**src/rtl/dl_pkg.sv**
```systemverilog
// Shared helpers for the dl_* datapath blocks.
// occ_width keeps every consumer of an occupancy count sized identically.
package dl_pkg;

  // Bits needed to count 0..depth inclusive.
  function automatic int occ_width(input int depth);
    return (depth < 1) ? 1 : $clog2(depth + 1);
  endfunction

endpackage

```
**src/rtl/dl_dff_en_rst.sv**
```systemverilog
// WIDTH-bit register with asynchronous active-high reset to RST_VAL and a load enable.
module dl_dff_en_rst #(
  parameter int               WIDTH   = 1,
  parameter logic [WIDTH-1:0] RST_VAL = '0
) (
  input  logic             clk,
  input  logic             rst,
  input  logic             en,
  input  logic [WIDTH-1:0] d,
  output logic [WIDTH-1:0] q
);

  always_ff @(posedge clk or posedge rst) begin
    if (rst) begin
      q <= RST_VAL;
    end else if (en) begin
      q <= d;
    end
  end

endmodule

```
**src/rtl/dl_pipe_reg.sv**
```systemverilog
// DEPTH-stage WIDTH-bit pipeline register with per-stage valid, stall, flush
// and an incrementally maintained occupancy count.
module dl_pipe_reg
  import dl_pkg::*;
#(
  parameter int               WIDTH   = 8,
  parameter int               DEPTH   = 2,
  parameter logic [WIDTH-1:0] RST_VAL = '0
) (
  input  logic                          clk,
  input  logic                          rst,
  input  logic                          en,
  input  logic                          flush,
  input  logic                          in_valid,
  input  logic [WIDTH-1:0]              d,
  output logic                          out_valid,
  output logic [WIDTH-1:0]              q,
  output logic [occ_width(DEPTH)-1:0]   occ
);

  localparam int OW = occ_width(DEPTH);

  // Handshake: a beat is accepted when in_valid=1 on an edge with en=1 and
  // flush=0; it is presented on q with out_valid=1 after DEPTH such edges.
  // There is no ready: the consumer must take every valid beat.
  logic [WIDTH-1:0] data [DEPTH];
  logic [DEPTH-1:0] vld;
  logic             vld_en;

  // The valid chain must also load on a stalled flush so squashing is never lost.
  assign vld_en = en | flush;

  for (genvar i = 0; i < DEPTH; i++) begin : g_stage
    logic [WIDTH-1:0] data_d;
    logic             vld_d;

    if (i == 0) begin : g_head
      assign data_d = d;
      assign vld_d  = in_valid & ~flush;
    end else begin : g_body
      assign data_d = data[i-1];
      assign vld_d  = vld[i-1] & ~flush;
    end

    dl_dff_en_rst #(
      .WIDTH   (WIDTH),
      .RST_VAL (RST_VAL)
    ) u_data (
      .clk (clk),
      .rst (rst),
      .en  (en),
      .d   (data_d),
      .q   (data[i])
    );

    dl_dff_en_rst #(
      .WIDTH   (1),
      .RST_VAL (1'b0)
    ) u_vld (
      .clk (clk),
      .rst (rst),
      .en  (vld_en),
      .d   (vld_d),
      .q   (vld[i])
    );
  end

  // occ equals popcount(vld), so occ+1 only exceeds DEPTH transiently when the
  // last stage is leaving; modular arithmetic keeps the result exact.
  always_ff @(posedge clk or posedge rst) begin
    if (rst) begin
      occ <= '0;
    end else if (flush) begin
      occ <= '0;
    end else if (en) begin
      occ <= occ + OW'(in_valid) - OW'(vld[DEPTH-1]);
    end
  end

  assign q         = data[DEPTH-1];
  assign out_valid = vld[DEPTH-1];

endmodule

```
**config.mk**
```make
export PLATFORM = sky130hd
export DESIGN_NAME = dl_pipe_reg
export DESIGN_NICKNAME = d
export VERILOG_FILES = /design/src/rtl/dl_pkg.sv /design/src/rtl/dl_dff_en_rst.sv /design/src/rtl/dl_pipe_reg.sv
export SDC_FILE = /design/constraint.sdc
export NUM_CORES = 1
export LEC_CHECK = 0
export ABC_CLOCK_PERIOD_IN_PS = 1700
export CORE_MARGIN = 3
export CORE_UTILIZATION = 29
export DETAILED_ROUTE_END_ITERATION = 8
export GPL_ROUTABILITY_DRIVEN = 0
export HOLD_SLACK_MARGIN = 0.1
export PLACE_DENSITY = 0.59
export SLEW_MARGIN = 40
export SYNTH_ARGS = -nofsm -noshare
export SYNTH_HDL_FRONTEND = slang
export SYNTH_HIERARCHICAL = 1
export SYNTH_SLANG_ARGS = --single-unit
```
**constraint.sdc**
```tcl
create_clock -name clk -period 1.7 [get_ports clk]
set_input_delay 0.34 -clock clk [delete_from_list [all_inputs] [get_ports clk]]
set_output_delay 0.34 -clock clk [all_outputs]
set_load 0.05 [all_outputs]
```
==> run_results.csv <==
group,metric,value,unit
yosys,syn_area,910,um2
die,core,2880,um2
timing,worstMarginPinSlew,0.349,ns
pwr,p_clk_frac,0.221,
cells_and_area,nets,103,
yosys,syn_area_per_cell,15.4,um2
timing,setup_viol,0,
clocking,cts_sinks,20,
pwr,power_frac_comb,0.302,
pwr,power_density,985,nW/um2
yosys,synth_top_area_cell,"dfrtp_1",
timing,slew_violations,0,
worst_setup_path,r2r-start,"g_stage[1].u_vld/q",
yosys,synth-main-ff-cell,"dfrtp_1",
clocking,postCtsSetupBuffers,0,
cells_and_area,drive_gt1_frac,0.437,
worst_setup_path,rr_worst_depth,6,
pwr,p_sw_frac,0.304,
yosys,syn_inst,59,
timing,tns,0,ns
route,drc,0,
pwr,sequentialPowerShare,0.477,
clocking,cts_tree,"yes",
route,firstDrtPassIters,4,
route,detail_route.vias_per_cell,4.08,
yosys,ys_types,13,
worst_setup_path,crit_required,1.89,ns
yosys,synth_area_leaders,"dfrtp_1, mux2_4, inv_1",
clocking,ctsHoldBuffers,0,
die,rows,19,
cells_and_area,fill_cells,291,
route,wire_per_inst,11.6,um
cells_and_area,fin_util,0.418,
pwr,internal-power,824,uW
worst_setup_path,end_kind,"register",
yosys,synth_most_common_cell,"dfrtp_1",
timing,rsz0062_at_grt,"no",
yosys,synth_commonest_cells,"dfrtp_1, mux2_4, inv_1",
yosys,yosys_warnings,6,
clocking,cts_inserted_buffers,3,
worst_setup_path,crit_arrival,1.68,ns
yosys,synth_top_area_frac,0.550,
timing,fin_ws,0.206,ns
timing,hold_violations,0,
yosys,ys_seq_area_frac,0.550,
timing,finClkSkew,0.00263,ns
die,die_w,62.0,um
yosys,syn_nets,74,
worst_setup_path,startpoint,"g_stage[1].u_vld/q",
status,status,"finished clean",
hold_path,hold_class,"input port to async pin",
cells_and_area,areaGrowthSynthToFinish,32.2,%
yosys,yosys_register_bits,20,
placed_design,dp_slack,0.139,ns
grt,grt_pass1_wl,2470,um
timing,slew_headroom,0.767,
placed_design,hpwl,1140,um
clocking,clock_tree.buffer_depth,2,
die,die_h,62.0,um
route,wl,1500,um
pwr,vdd_drop_max,0.343,mV
worst_setup_path,path_class,"register to register",
pwr,p_leak,0.000608,uW
cells_and_area,num_antenna_cells,0,
die,start_util,0.316,
grt,antenna_found_initial,0,
die,io_pins,24,
grt,grt_pass1_vias,543,
yosys,synth-edff-count,0,
timing,period_needed,1.49,ns
placed_design,portBuffers,23,
worst_setup_path,cp-start-kind,"register",
pwr,power,1180,uW
route,antenna_left,0,
die,die_area,3840,um2
clocking,path_clk_slew,0.10,ns
timing,min_period_over_period,0.879,
yosys,synth-async-reset-ratio,1.00,
grt,grt_max_degree,12,
grt,grt_usage,0.0906,
route,via_count,526,
clocking,cts_resized,0,
clocking,cts-root-buf,"clkbuf_4",
pwr,p_switching,360,uW
clocking,clock_latency,0.29,ns
timing,fmax,0.669,GHz
run,cap_violations,0,
clocking,htree_levels,1,
route,drtIter0Drc,26,
grt,overflow,0,
worst_setup_path,cp_max_fo,3,
## power groups by stage
stage	combinational, uW	sequential (uW)	clock, uW
final	358	565	261
after global routing	380	573	305
after CTS	363	566	277
after detailed placement	361	575	0
after global placement	359	574	0
after floorplan	126	694	0
## kinds of logic after synthesis
kind of cell,share of synthesized area
flip-flops,0.550
buffers and inverters,0.0536
multiplexers,0.308
AO/OA/AOI/OAI,0.0151
adder cells (fa/ha/maj),0.0275
XOR/XNOR,0.00963
AND/OR/NAND/NOR,0.0358
## area by class of cell
cell class / count / area, um2 / area share
flip-flops and latches: 20 / 502 / 0.417
multi-input cells: 30 / 360 / 0.300
repair buffers: 26 / 225 / 0.187
well taps: 42 / 52.6 / 0.0437
clock buffers: 4 / 36.3 / 0.0302
inverters: 7 / 26.3 / 0.0219
## state kept, by name (all words and copies together) (netlist names)
register / count
g_stage.u_data/q: 16
g_stage.u_vld/q: 2
occ: 2
## layout by cell type (no fill, tap or decap), types with 2 or more instances in the layout
| master | count |
|---|---|
| buf_4 | 14 |
| clkbuf_4 | 3 |
| clkdlybuf4s50_1 | 12 |
| dfrtp_1 | 19 |
| ha_1 | 2 |
| inv_1 | 7 |
| mux2_4 | 18 |
| nor2_1 | 2 |
| nor2b_1 | 2 |
## worst max-delay path: stages, from the launching register on
cell     delay, ns
dfrtp_1       0.42
ha_1          0.30
inv_1         0.06
ha_1          0.14
xor2_1        0.18
a21oi_1       0.09
a31o_1        0.19
## worst paths after layout
check | end | slack (ns)
setup / recovery | occ[1] | 0.21
hold / removal | g_stage[1].u_vld/q | 0.28
setup reg to reg | occ[1] | 0.21
hold reg to reg | g_stage[1].u_data/q[5] | 0.52
max in group asynchronous | g_stage[0].u_data/q[0] | 1.03
min in group clk | g_stage[1].u_data/q[5] | 0.52
## through the flow
stage	hold slack (ns)	cells	cell area, um2
2_1_floorplan	0.0687	59	911
3_3_place_gp	0.493	125	1170
3_5_place_dp	0.494	125	1170
4_1_cts	0.276	129	1200
5_1_grt	0.281	129	1200
6_report	0.283	129	1200
## layer usage
layer	GRT usage	share of wire
met5	0	0
met4	0.0364	0
met3	0.0331	0.085
met2	0.127	0.44
met1	0.126	0.48
Power figures use the tool's default switching activity.
